### src/rtl/square_channel_ctrl.sv
`default_nettype none
// ============================================================================
// Module   : square_channel_ctrl
// Brief    : Square-voice sequencer: duty step strobe, duty select register,
//            length counter and volume envelope driven by a 512 Hz frame strobe.
// Revision : 1.0 - initial release
// ============================================================================
module square_channel_ctrl #(
    parameter int PRESCALE = 4
) (
    input  logic        clk,
    input  logic        rst_n,
    input  logic        trigger,
    input  logic [10:0] freq,
    input  logic [1:0]  duty_in,
    input  logic [5:0]  length_load,
    input  logic        length_en,
    input  logic [3:0]  env_init,
    input  logic        env_dir,
    input  logic [2:0]  env_period,
    input  logic        frame_tick,
    output logic        duty_step,
    output logic [1:0]  duty_cycle,
    output logic [3:0]  volume,
    output logic        active
);

    localparam int          c_PW        = (PRESCALE > 1) ? $clog2(PRESCALE) : 1;
    localparam logic [10:0] c_TIMER_TOP = 11'h7FF;
    localparam logic [6:0]  c_LEN_FULL  = 7'd64;

    logic        r_active;
    logic [3:0]  r_volume;
    logic [1:0]  r_duty_cycle;
    logic        r_duty_step;
    logic [10:0] r_timer;
    logic [6:0]  r_length;
    logic [2:0]  r_env_timer;
    logic [2:0]  r_frame_step;

    logic        w_ps_wrap;
    logic        w_dac_on;
    logic        w_timer_wrap;
    logic        w_len_clk;
    logic        w_env_clk;
    logic        w_len_dec;
    logic        w_len_expire;
    logic        w_env_active;
    logic        w_env_reload;
    logic [3:0]  w_vol_next;

    // With a prescale of one every clock is a timer tick, so no counter is kept.
    generate
        if (PRESCALE > 1) begin : g_ps_multi
            localparam logic [c_PW-1:0] c_PS_LAST = c_PW'(PRESCALE - 1);
            logic [c_PW-1:0] r_prescale;

            always_ff @(posedge clk or negedge rst_n) begin
                if (!rst_n) begin
                    r_prescale <= '0;
                end else if (trigger) begin
                    r_prescale <= '0;
                end else if (r_active) begin
                    r_prescale <= (r_prescale == c_PS_LAST) ? '0 : r_prescale + 1'b1;
                end
            end

            assign w_ps_wrap = (r_prescale == c_PS_LAST);
        end else begin : g_ps_single
            assign w_ps_wrap = 1'b1;
        end
    endgenerate

    assign w_dac_on     = (env_init != 4'd0) || env_dir;
    assign w_timer_wrap = r_active && w_ps_wrap && (r_timer == c_TIMER_TOP);

    // Frame actions key off the step value before this tick advances it.
    assign w_len_clk    = frame_tick && !r_frame_step[0];
    assign w_env_clk    = frame_tick && (r_frame_step == 3'd7);
    assign w_len_dec    = w_len_clk && length_en && (r_length != 7'd0);
    assign w_len_expire = w_len_dec && (r_length == 7'd1);
    assign w_env_active = w_env_clk && (env_period != 3'd0);
    assign w_env_reload = w_env_active && (r_env_timer <= 3'd1);

    always_comb begin
        w_vol_next = r_volume;
        if (env_dir) begin
            if (r_volume != 4'd15) begin
                w_vol_next = r_volume + 4'd1;
            end
        end else begin
            if (r_volume != 4'd0) begin
                w_vol_next = r_volume - 4'd1;
            end
        end
    end

    always_ff @(posedge clk or negedge rst_n) begin
        if (!rst_n) begin
            r_active     <= 1'b0;
            r_volume     <= 4'd0;
            r_duty_cycle <= 2'd0;
            r_duty_step  <= 1'b0;
            r_timer      <= 11'd0;
            r_length     <= 7'd0;
            r_env_timer  <= 3'd0;
            r_frame_step <= 3'd0;
        end else begin
            r_duty_cycle <= duty_in;

            if (frame_tick) begin
                r_frame_step <= r_frame_step + 3'd1;
            end

            if (trigger) begin
                // A trigger overrides any coincident length or envelope clock.
                r_active    <= w_dac_on;
                r_timer     <= freq;
                r_volume    <= env_init;
                r_env_timer <= env_period;
                r_length    <= c_LEN_FULL - {1'b0, length_load};
                r_duty_step <= 1'b0;
            end else begin
                // Suppress the strobe when the channel shuts off on this edge.
                r_duty_step <= w_timer_wrap && !w_len_expire;

                if (r_active && w_ps_wrap) begin
                    r_timer <= (r_timer == c_TIMER_TOP) ? freq : r_timer + 11'd1;
                end

                if (w_len_dec) begin
                    r_length <= r_length - 7'd1;
                    if (w_len_expire) begin
                        r_active <= 1'b0;
                    end
                end

                if (w_env_active) begin
                    if (w_env_reload) begin
                        r_env_timer <= env_period;
                        r_volume    <= w_vol_next;
                    end else begin
                        r_env_timer <= r_env_timer - 3'd1;
                    end
                end
            end
        end
    end

    assign duty_step  = r_duty_step;
    assign duty_cycle = r_duty_cycle;
    assign volume     = r_volume;
    assign active     = r_active;

endmodule
`default_nettype wire

### config.mk
export PLATFORM = sky130hd
export DESIGN_NAME = square_channel_ctrl
export DESIGN_NICKNAME = d
export VERILOG_FILES = /design/src/rtl/square_channel_ctrl.sv
export SDC_FILE = /design/constraint.sdc
export NUM_CORES = 1
export LEC_CHECK = 0
export ABC_AREA = 1
export CORE_MARGIN = 4
export CORE_UTILIZATION = 40
export CTS_CLUSTER_DIAMETER = 150
export DETAILED_ROUTE_END_ITERATION = 16
export MAX_ROUTING_LAYER = met4
export PLACE_DENSITY_LB_ADDON = 0.05
export SETUP_SLACK_MARGIN = 0.3
export SLEW_MARGIN = 20
export SYNTH_ARGS = -nofsm -noshare
export SYNTH_HDL_FRONTEND = slang
export SYNTH_SLANG_ARGS = --single-unit
### constraint.sdc
create_clock -name clk -period 3.3 [get_ports clk]
set_input_delay 0.825 -clock clk [delete_from_list [all_inputs] [get_ports clk]]
set_output_delay 0.825 -clock clk [all_outputs]
set_load 0.02 [all_outputs]
==> metrics.txt <==
# TYPE chip_impl_metric gauge
chip_impl_metric{name="grt_util_all_layers",unit="%"} 16.5
chip_impl_metric{name="gr-total-overflow",unit=""} 0
chip_impl_metric{name="final.min_clock_period",unit="ns"} 2.27
chip_impl_info{name="cp-start-kind",value="register"} 1
chip_impl_metric{name="insertion_delay",unit="ns"} 0.29
chip_impl_info{name="critPathSlowestCell",value="sky130_fd_sc_hd__clkdlybuf4s50_1"} 1
chip_impl_metric{name="fillCellCount",unit=""} 610
chip_impl_metric{name="ant_nets",unit=""} 0
chip_impl_metric{name="first_pass_grt_wire_length",unit="um"} 9600
chip_impl_metric{name="ys_seq_elements",unit=""} 34
chip_impl_metric{name="numClockSinks",unit=""} 34
chip_impl_metric{name="setup_violators_final",unit=""} 0
chip_impl_metric{name="antenna_violations_before_repair",unit=""} 0
chip_impl_metric{name="max_freq",unit="GHz"} 0.441
chip_impl_metric{name="avgSynthCellArea",unit="um^2"} 6.96
chip_impl_metric{name="post_route_drc_violation_count",unit=""} 0
chip_impl_metric{name="wire_per_inst",unit="um"} 11.6
chip_impl_metric{name="dr.first_iter.drc_count",unit=""} 91
chip_impl_metric{name="path_max_fanout",unit=""} 7
chip_impl_metric{name="cp.arrival",unit="ns"} 1.44
chip_impl_metric{name="design.die.area",unit="um^2"} 7380
chip_impl_metric{name="preCtsSetupSlack",unit="ns"} 0.854
chip_impl_metric{name="clock_tree.buffer_depth",unit=""} 2
chip_impl_metric{name="ys.warnings.count",unit=""} 0
chip_impl_metric{name="detailroute.via_count",unit=""} 2235
chip_impl_metric{name="fin_nets",unit=""} 434
chip_impl_info{name="tritoncts",value="done"} 1
chip_impl_info{name="yosys_most_used_dff",value="sky130_fd_sc_hd__dfrtp_1"} 1
chip_impl_metric{name="finalHoldWorstSlack",unit="ns"} 0.483
chip_impl_metric{name="worst_pin_slew",unit="ns"} 0.786
chip_impl_info{name="timing_worst_setup_path_type",value="register to primary output"} 1
chip_impl_metric{name="post-cts-setup-buffer-count",unit=""} 0
chip_impl_metric{name="ys_seq_area_share",unit="%"} 35.0
chip_impl_metric{name="final_design_area_no_fill",unit="um^2"} 2980
chip_impl_metric{name="design.core.area",unit="um^2"} 5920
chip_impl_metric{name="drt-total-wl",unit="um"} 5410
chip_impl_metric{name="rows",unit=""} 28
chip_impl_info{name="rsz_0062_raised_after_global_routing",value="false"} 1
chip_impl_metric{name="area_post_placement",unit="um^2"} 2880
chip_impl_info{name="outcome",value="complete, no violations"} 1
chip_impl_info{name="class_of_the_tightest_hold_or_removal_check",value="register to register"} 1
chip_impl_metric{name="layout-drive-gt1-share",unit="%"} 9.97
chip_impl_metric{name="final_clock_period_utilization_by_the_worst_path",unit="%"} 68.8
chip_impl_metric{name="finalWorstSetupSlack",unit="ns"} 1.03
chip_impl_metric{name="async_s_r_ff_share_synth",unit="%"} 100
chip_impl_metric{name="io-pin-count",unit=""} 40
chip_impl_metric{name="place_congestion",unit=""} 0.824
chip_impl_metric{name="finClkSkew",unit="ns"} 0.00841
chip_impl_metric{name="die_h",unit="um"} 85.9
chip_impl_info{name="worstPathCellList",value="clkdlybuf4s50_1"} 1
chip_impl_info{name="cell_family_with_most_cp_delay",value="buffers and inverters"} 1
chip_impl_metric{name="tritoncts_buffers",unit=""} 5
chip_impl_metric{name="synth_enable_flop_cells",unit=""} 0
chip_impl_metric{name="die_width",unit="um"} 85.9
chip_impl_metric{name="critPathBufInv",unit=""} 1
chip_impl_metric{name="synthCells",unit=""} 349
chip_impl_metric{name="antennaDiodeCount",unit=""} 0
chip_impl_metric{name="cts_hold_repair.buffers",unit=""} 0
chip_impl_metric{name="port_buffers",unit=""} 39
chip_impl_metric{name="required",unit="ns"} 2.47
chip_impl_metric{name="cp_slowest_stage_delay",unit="ns"} 0.67
chip_impl_metric{name="cts_repair_resize_count",unit=""} 0
chip_impl_info{name="worstSetupEndpointType",value="primary output"} 1
chip_impl_metric{name="area_growth",unit="%"} 22.9
chip_impl_metric{name="pwr_density_cell",unit="nW/um^2"} 491
chip_impl_info{name="cts.root.buffer_cell",value="sky130_fd_sc_hd__clkbuf_8"} 1
chip_impl_metric{name="htreeDepth",unit=""} 2
chip_impl_metric{name="timing.max_cap.violations",unit=""} 0
chip_impl_metric{name="grt_start_max_net_pins",unit=""} 35
chip_impl_metric{name="path_clk_slew",unit="ns"} 0.07
chip_impl_metric{name="synth_fp_nets",unit=""} 393
chip_impl_metric{name="viasPerCell",unit=""} 4.80
chip_impl_metric{name="netlist-cell-type-count",unit=""} 31
chip_impl_metric{name="report.final.slew_viol_count",unit=""} 0
chip_impl_metric{name="hpwl",unit="um"} 4020
chip_impl_metric{name="finalHoldViolCount",unit=""} 0
chip_impl_metric{name="finalPower",unit="uW"} 1470
chip_impl_metric{name="peakVddDrop",unit="uV"} 188
chip_impl_metric{name="vias_in_the_first_global_route",unit=""} 2153
chip_impl_metric{name="drt_pass1_iterations",unit=""} 4
chip_impl_metric{name="power.leakage",unit="uW"} 0.00152
chip_impl_metric{name="setup_tns",unit="ns"} 0
chip_impl_metric{name="mapped_cell_area",unit="um^2"} 2430
chip_impl_metric{name="start_util",unit="%"} 41.0
chip_impl_metric{name="max-slew-margin-rel",unit="%"} 47.6
[sequential cells by signal, summed over array words and instances, names as in the netlist]
register and cells:
active 1, duty_cycle 2, duty_step 1, g_ps_multi.r_prescale 2
r_env_timer 3, r_frame_step 3, r_length 7, r_timer 11
volume 4
[final cells by class]
cell class | count | area, um^2 | area share [%]
clock buffer | 5 | 68.8 | 2.31
inverter | 47 | 176 | 5.91
clock inverter | 3 | 40.0 | 1.34
tap | 75 | 93.8 | 3.14
sequential | 34 | 851 | 28.5
multi-input combinational | 261 | 1350 | 45.4
timing repair buffer | 41 | 400 | 13.4
[layout by cell type, fill, tap and decap left out]
master                              n
sky130_fd_sc_hd__xnor2_1            5
sky130_fd_sc_hd__nand3_4            1
sky130_fd_sc_hd__nand3_1           43
sky130_fd_sc_hd__o21ai_0            7
sky130_fd_sc_hd__bufinv_16          1
sky130_fd_sc_hd__nor4_1             1
sky130_fd_sc_hd__buf_2              1
sky130_fd_sc_hd__nor3_1             3
sky130_fd_sc_hd__nand2_2            5
sky130_fd_sc_hd__nor2_2             4
sky130_fd_sc_hd__inv_1             41
sky130_fd_sc_hd__o211ai_1           2
sky130_fd_sc_hd__nor2_1            30
sky130_fd_sc_hd__clkinv_2           2
sky130_fd_sc_hd__dfrtp_1           34
sky130_fd_sc_hd__fa_1               1
sky130_fd_sc_hd__clkdlybuf4s50_1   38
sky130_fd_sc_hd__a21oi_2            4
sky130_fd_sc_hd__o21ai_1            4
sky130_fd_sc_hd__ha_1              11
sky130_fd_sc_hd__nand3_2            1
sky130_fd_sc_hd__xor2_1             1
sky130_fd_sc_hd__nand2_4            5
sky130_fd_sc_hd__o21ai_2            1
sky130_fd_sc_hd__nand4_1            8
sky130_fd_sc_hd__nor2_4             2
sky130_fd_sc_hd__o22ai_1            1
sky130_fd_sc_hd__buf_4              2
sky130_fd_sc_hd__a21oi_1            6
sky130_fd_sc_hd__nand2_1          115
sky130_fd_sc_hd__clkinv_1           1
sky130_fd_sc_hd__inv_2              5
sky130_fd_sc_hd__clkbuf_8           5
[routing by layer]
metal / wire length [um] / vias to the layer above / track usage (%) / part of all wire [%]
met1: 2720 / 1022 / 21.3 / 50
met5: 0 / - / - / 0
li1: - / 1186 / - / -
met4: 21 / 0 / 4.75 / 0.39
met3: 134 / 2 / 3.07 / 2.5
met2: 2530 / 25 / 26.3 / 47
[metrics by stage]
stage          utilization (%)  instances
3_5_place_dp              48.6        458
2_1_floorplan                -        349
5_1_grt                   50.4        466
4_1_cts                   50.4        466
6_report                  50.4        466
3_3_place_gp              48.6        458
[worst paths after layout]
path | startpoint | to | slack, ns | cells after the start
worst min-delay path | r_frame_step[1]$_DFFE_PN0P_ | r_frame_step[1]$_DFFE_PN0P_ | 0.48 | 2
worst max register to register | g_ps_multi.r_prescale[0]$_DFFE_PN0P_ | r_timer[10]$_DFFE_PN0P_ | 1.68 | 8
min in group asynchronous | rst_n | r_timer[7]$_DFFE_PN0P_ | 0.62 | 1
worst max-delay path | volume[0]$_DFFE_PN0P_ | volume[0] | 1.03 | 1
max in group asynchronous | rst_n | r_timer[10]$_DFFE_PN0P_ | 2.18 | 1
worst min register to register | r_frame_step[1]$_DFFE_PN0P_ | r_frame_step[1]$_DFFE_PN0P_ | 0.48 | 2
[synthesized netlist by cell type, drive strengths merged (2+ instances only)]
| cell type | count | area share, % |
|---|---|---|
| nor3 | 3 | 0.62 |
| nand2 | 125 | 21 |
| buf | 6 | 1.8 |
| nor2 | 36 | 6.6 |
| nand3 | 45 | 10 |
| dfrtp | 34 | 35 |
| inv | 46 | 7.1 |
| o21ai | 12 | 2.6 |
| o211ai | 2 | 0.62 |
| a21oi | 10 | 2.7 |
| xnor2 | 5 | 1.8 |
| ha | 11 | 5.7 |
| nand4 | 8 | 2.1 |
[logic make-up after synthesis]
| family | count (synthesis) | synth area share (%) |
|---|---|---|
| DFF | 34 | 35.0 |
| buffers and inverters | 54 | 9.22 |
| and+or+nand+nor | 218 | 40.9 |
| AOI/OAI and AO/OA | 25 | 6.18 |
| adders and majority gates | 12 | 6.49 |
| xor gates and xnor gates | 6 | 2.16 |
[report_power, final]
| group | leakage, uW | internal, uW | switching [uW] | total (uW) |
|---|---|---|---|---|
| combinational | 0.00104 | 216 | 276 | 493 |
| sequential | 0.000415 | 501 | 91.2 | 593 |
| clock | 0.0000579 | 222 | 158 | 381 |
Power figures use the tool's default switching activity.
==> variant 1, RTL diff (same settings) <==
The parameter `PRESCALE` goes from 4 to 8.
--- a/src/rtl/square_channel_ctrl.sv
+++ b/src/rtl/square_channel_ctrl.sv
@@ -7,5 +7,5 @@
 // ============================================================================
 module square_channel_ctrl #(
-    parameter int PRESCALE = 4
+    parameter int PRESCALE = 8
 ) (
     input  logic        clk,
Check against the original RTL: not equivalent (Yosys sat finds a counterexample within 10 cycles, from zero or initial values and one cycle with rst_n low).
==> variant 1 against the original RTL <==
Wire length down 0.94%. Largest power group unchanged. Via count up 1.8%. Total power down 6.3%. Synthesized area up 0.72%. Sequential power up 3%. Design area up 0.17%. Combinational power down 6.5%. Sequential cell count up 1. Worst setup slack worse by 0.0068 ns.
==> variant 1: results (changes against the original RTL) <==
\begin{tabular}{lr}
\hline
Metric & Value \\
\hline
\multicolumn{2}{l}{\textbf{Yosys}} \\
\quad Synth Area in Compound Gates & 6.45\% (+0.26 points) \\
\quad XOR/XNOR share of the synthesized area & 2.86\% (+0.70 points) \\
\quad Adder-cell share of the synthesized area & 6.96\% (+0.47 points) \\
\quad Synthesized netlist net count & 397 (+1.0\%) \\
\quad Post-synthesis instance total & 352 (+0.86\%) \\
\quad Most frequent cells after synthesis & sky130\_fd\_sc\_hd\_\_nand2\_1, sky130\_fd\_sc\_hd\_\_inv\_1, sky130\_fd\_sc\_hd\_\_nand3\_1 \\
\quad Register area share after synthesis & 35.8\% (+0.77 points) \\
\quad Flip-flop and latch count after synthesis & 35 (+2.9\%) \\
\quad Area share of the largest cell type after synthesis & 35.8\% (+0.77 points) \\
\multicolumn{2}{l}{\textbf{Power}} \\
\quad Switching power & 0.507 mW (-3.6\%) \\
\quad Worst vdd rail ir drop & 253 µV (+34\%) \\
\quad Relative contribution of sequential cells to total power & 44.3\% (+3.9 points) \\
\multicolumn{2}{l}{\textbf{Global routing}} \\
\quad Met2 Use GR & 25.8\% (-0.56 points) \\
\quad Grt met1 use & 21.4\% (+0.17 points) \\
\quad Via count of the first global-routing pass & 2169 (+0.74\%) \\
\quad All-Layer GR Usage & 16.4\% (-0.061 points) \\
\multicolumn{2}{l}{\textbf{Final layout}} \\
\quad Count of fill cells added during filler insertion & 600 (-1.6\%) \\
\quad Clock buffer instance count of the final layout & 6 (+1) \\
\quad Final layout net count & 439 (+1.2\%) \\
\quad FF/Latch Area & 876 µm² (+2.9\%) \\
\quad Area used by multi-input combinational logic & 1350 µm² (about the same) \\
\quad Share of final layout cell area taken by non-clock buffers & 13.4\% (-0.022 points) \\
\multicolumn{2}{l}{\textbf{Detailed routing}} \\
\quad Met3 routed wirelength & 210 µm (+57\%) \\
\quad Avg Vias per Cell & 4.84 (+0.92\%) \\
\quad Detailed-route wire length on metal 1 & 2610 µm (-4.3\%) \\
\quad Routed length per instance & 11.4 µm (-1.8\%) \\
\quad WL met2 & 2460 µm (-2.9\%) \\
\multicolumn{2}{l}{\textbf{Timing}} \\
\quad Worst slew margin & 46.3\% (-1.3 points) \\
\multicolumn{2}{l}{\textbf{Place}} \\
\quad Placement-stage cell area & 2900 µm² (+1.0\%) \\
\quad Cell Count Post-Placement & 462 (+0.87\%) \\
\quad Place WS & 0.845 ns (-0.00818 ns) \\
\quad Routability Congestion & 0.836 (+1.6\%) \\
\quad Post-detailed-placement half-perimeter wirelength & 4030 µm (+0.27\%) \\
\multicolumn{2}{l}{\textbf{Setup path}} \\
\quad Max Fanout on Critical Path & 8 (+1) \\
\multicolumn{2}{l}{\textbf{Outcome}} \\
\quad Status & finished clean \\
\hline
\end{tabular}
-- variant 1: changes by cell type after synthesis, moves of 2 or more --
cell	unedited run	this run
sky130_fd_sc_hd__nor3_2	0	2
sky130_fd_sc_hd__inv_1	41	44
sky130_fd_sc_hd__nand2_1	115	122
sky130_fd_sc_hd__o21ai_0	7	19
sky130_fd_sc_hd__xor2_1	1	5
sky130_fd_sc_hd__xnor2_1	5	3
sky130_fd_sc_hd__a21oi_2	4	0
sky130_fd_sc_hd__nand3_1	43	39
sky130_fd_sc_hd__nand2_4	5	0
sky130_fd_sc_hd__nand4_1	8	3
sky130_fd_sc_hd__nor2_2	4	1
sky130_fd_sc_hd__inv_2	5	2
-- variant 1: per-stage QoR --
step           power [mW]  util, %
4_1_cts              1.40     50.5
3_3_place_gp         1.07     49.0
2_1_floorplan       0.925        -
5_1_grt              1.51     50.5
6_report             1.37     50.5
3_5_place_dp         1.08     49.0
-- variant 1: cell families after synthesis --
group | Yosys count
AO/OA/AOI/OAI | 30
buffers and inverters | 53
flip-flops | 35
adder cells (fa/ha/maj) | 13
XOR/XNOR | 8
AND/OR/NAND/NOR | 213
-- variant 1: path summary, 6_finish.rpt --
| kind | depth (start not counted) | end | slack, ns | startpoint |
|---|---|---|---|---|
| min in group asynchronous | 1 | r_timer[6] | 0.63 | rst_n |
| max | 1 | active | 1.02 | active |
| min | 2 | r_frame_step[1] | 0.49 | r_frame_step[1] |
| max reg2reg | 9 | r_timer[10] | 1.56 | g_ps_multi.r_prescale[0] |
| max in group asynchronous | 1 | r_timer[10] | 2.17 | rst_n |
| min reg2reg | 2 | r_frame_step[1] | 0.49 | r_frame_step[1] |
==> variant 2, RTL diff (config.mk and constraints unchanged) <==
Without the edit above. Remove the register `r_duty_cycle`: a continuous assignment takes its place, so the output `duty_cycle` follows one clock earlier.
--- a/src/rtl/square_channel_ctrl.sv
+++ b/src/rtl/square_channel_ctrl.sv
@@ -100,5 +100,4 @@
             r_active     <= 1'b0;
             r_volume     <= 4'd0;
-            r_duty_cycle <= 2'd0;
             r_duty_step  <= 1'b0;
             r_timer      <= 11'd0;
@@ -107,5 +106,4 @@
             r_frame_step <= 3'd0;
         end else begin
-            r_duty_cycle <= duty_in;
 
             if (frame_tick) begin
@@ -148,4 +146,6 @@
     end
 
+    assign r_duty_cycle = duty_in;
+
     assign duty_step  = r_duty_step;
     assign duty_cycle = r_duty_cycle;
Check against the original RTL: not equivalent (Yosys sat finds a counterexample within 4 cycles, from zero or initial values and one cycle with rst_n low).
==> variant 2 against the original RTL <==
Design area shrank 5.9%. Synthesized area down 5.9%. Total power rose by 0.13%. Sequential share of layout area hardly changed. Sequential cell count shrank 2. Clock skew is 0.0059 ns lower. Non-clock buffer count down 4. Worst setup slack improved by 0.0080 ns. Wire length decreased by 6.5%. Critical endpoint unchanged. Largest cell class unchanged. Largest power group unchanged.
==> variant 2: results (changes against the original RTL) <==
\begin{tabular}{lr}
\hline
Metric & Value \\
\hline
\multicolumn{2}{l}{\textbf{Outcome}} \\
\quad Status & finished clean \\
\multicolumn{2}{l}{\textbf{Yosys}} \\
\quad Register area share after synthesis & 35.0\% (about the same) \\
\quad Most frequent cells after synthesis & sky130\_fd\_sc\_hd\_\_nand2\_1, sky130\_fd\_sc\_hd\_\_inv\_1, sky130\_fd\_sc\_hd\_\_nand3\_1 \\
\quad Netlist cell types & 32 (+3.2\%) \\
\quad Post-synthesis instance total & 325 (-6.9\%) \\
\quad Cells taking the most area after synthesis & sky130\_fd\_sc\_hd\_\_dfrtp\_1, sky130\_fd\_sc\_hd\_\_nand2\_1, sky130\_fd\_sc\_hd\_\_nand3\_1, sky130\_fd\_sc\_hd\_\_inv\_1, sky130\_fd\_sc\_hd\_\_ha\_1 \\
\quad Synthesized netlist net count & 369 (-6.1\%) \\
\multicolumn{2}{l}{\textbf{Power}} \\
\quad Switching power & 0.508 mW (-3.3\%) \\
\quad Static Leak & 1.41 nW (-7.0\%) \\
\quad Worst vdd rail ir drop & 270 µV (+44\%) \\
\multicolumn{2}{l}{\textbf{Timing}} \\
\quad Transition time at the pin with the least slew margin & 0.442 ns (-0.344 ns) \\
\quad Final worst clock skew & 0.00254 ns (-0.00587 ns) \\
\multicolumn{2}{l}{\textbf{Worst hold path}} \\
\quad Hold\_sp & r\_frame\_step[2] \\
\multicolumn{2}{l}{\textbf{Final layout}} \\
\quad Fraction of layout instances using a drive strength above 1 & 8.59\% (-1.4 points) \\
\quad Count of fill cells added during filler insertion & 554 (-9.2\%) \\
\quad Final layout net count & 404 (-6.9\%) \\
\quad Post-Layout Cell Count & 433 (-7.1\%) \\
\multicolumn{2}{l}{\textbf{Place}} \\
\quad Count of buffers from port buffering & 35 (-10\%) \\
\quad Place WS & 0.822 ns (-0.0316 ns) \\
\quad Post-detailed-placement half-perimeter wirelength & 3690 µm (-8.3\%) \\
\quad Routability Congestion & 0.814 (-1.2\%) \\
\multicolumn{2}{l}{\textbf{Global routing}} \\
\quad Maximum number of pins on one net before global-route repair & 33 (-5.7\%) \\
\quad Via count of the first global-routing pass & 1953 (-9.3\%) \\
\quad Wire length of the first global-routing pass & 9030 µm (-6.0\%) \\
\quad All-Layer GR Usage & 15.9\% (-0.54 points) \\
\multicolumn{2}{l}{\textbf{Detailed routing}} \\
\quad Routed length per instance & 11.7 µm (+0.68\%) \\
\quad Number of DRC violations after detailed-routing iteration 0 & 108 (+19\%) \\
\quad Avg Vias per Cell & 4.72 (-1.6\%) \\
\quad First-pass DRT Iterations & 4 (unchanged) \\
\multicolumn{2}{l}{\textbf{Clocking}} \\
\quad Source-to-sink clock delay at the later pin of the worst-skew pair & $\sim$0.28 ns \\
\quad Clock transition at the register clock pins on the worst setup and hold paths after CTS & 0.07 ns (about the same) \\
\multicolumn{2}{l}{\textbf{Setup path}} \\
\quad Reg2reg start & r\_timer[0] \\
\hline
\end{tabular}
variant 2: cell count changes after synthesis, moves of 4 or more:
cell | before | now
sky130_fd_sc_hd__nand2_1 | 115 | 93
sky130_fd_sc_hd__nor2_1 | 30 | 25
sky130_fd_sc_hd__o21ai_2 | 1 | 6
sky130_fd_sc_hd__xor2_1 | 1 | 6
sky130_fd_sc_hd__a21oi_1 | 6 | 10
sky130_fd_sc_hd__nand2_4 | 5 | 0
sky130_fd_sc_hd__a21oi_2 | 4 | 0
variant 2: area by class of cell:
cell class / count / area share (%)
repair buffers: 37 / 13.0
clock inverters: 1 / 1.07
clock buffers: 7 / 3.43
inverters: 47 / 6.55
multi-input cells: 237 / 44.2
well taps: 72 / 3.21
flip-flops and latches: 32 / 28.5
variant 2: per-layer routing:
layer / part of all wire (%) / track usage [%] / vias up
li1: - / - / 1109
met1: 52 / 21.4 / 896
met2: 43 / 23.7 / 34
met3: 4.6 / 4.34 / 4
met4: 0.57 / 4.39 / 0
met5: 0 / - / -
variant 2: path summary, 6_finish.rpt:
path / end / slack (ns) / cells after the start
setup / recovery: volume[0] / 1.04 / 1
hold / removal: r_frame_step[2] / 0.48 / 2
setup reg to reg: r_timer[3] / 1.58 / 9
hold reg to reg: r_frame_step[2] / 0.48 / 2
max in group asynchronous: g_ps_multi.r_prescale[0] / 2.05 / 2
min in group asynchronous: r_length[0] / 0.95 / 2
variant 2: per-stage QoR:
stage | hold WS, ns | area, µm²
CTS | 0.488 | 2810
finish | 0.484 | 2810
global placement | 0.468 | 2680
floorplan | 0.445 | 2280
global route | 0.529 | 2810
detailed placement | 0.472 | 2680
variant 2: worst register-to-register path, cell delays in order, from the launching register on:
cell                      delay (ns)
sky130_fd_sc_hd__dfrtp_1        0.42
sky130_fd_sc_hd__ha_1           0.23
sky130_fd_sc_hd__nand2_1        0.12
sky130_fd_sc_hd__nor2_1         0.08
sky130_fd_sc_hd__nand3_1        0.10
sky130_fd_sc_hd__nand2_2        0.16
sky130_fd_sc_hd__inv_1          0.24
sky130_fd_sc_hd__nand2_1        0.08
sky130_fd_sc_hd__nand3_1        0.07
sky130_fd_sc_hd__o21ai_0        0.09
variant 2: logic make-up after synthesis:
| group | Yosys count | synth area share (%) |
|---|---|---|
| and+or+nand+nor | 182 | 34.9 |
| AOI/OAI and AO/OA | 33 | 8.71 |
| adders and majority gates | 12 | 6.90 |
| xor gates and xnor gates | 10 | 3.83 |
| buffers and inverters | 56 | 10.6 |
| DFF | 32 | 35.0 |
variant 2: power by group through the flow:
stage	combinational, mW	sequential, mW	clock (mW)
5_1_grt	0.570	0.576	0.449
4_1_cts	0.499	0.560	0.428
3_3_place_gp	0.489	0.565	0
3_5_place_dp	0.495	0.565	0
6_report	0.492	0.559	0.418
2_1_floorplan	0.358	0.560	0
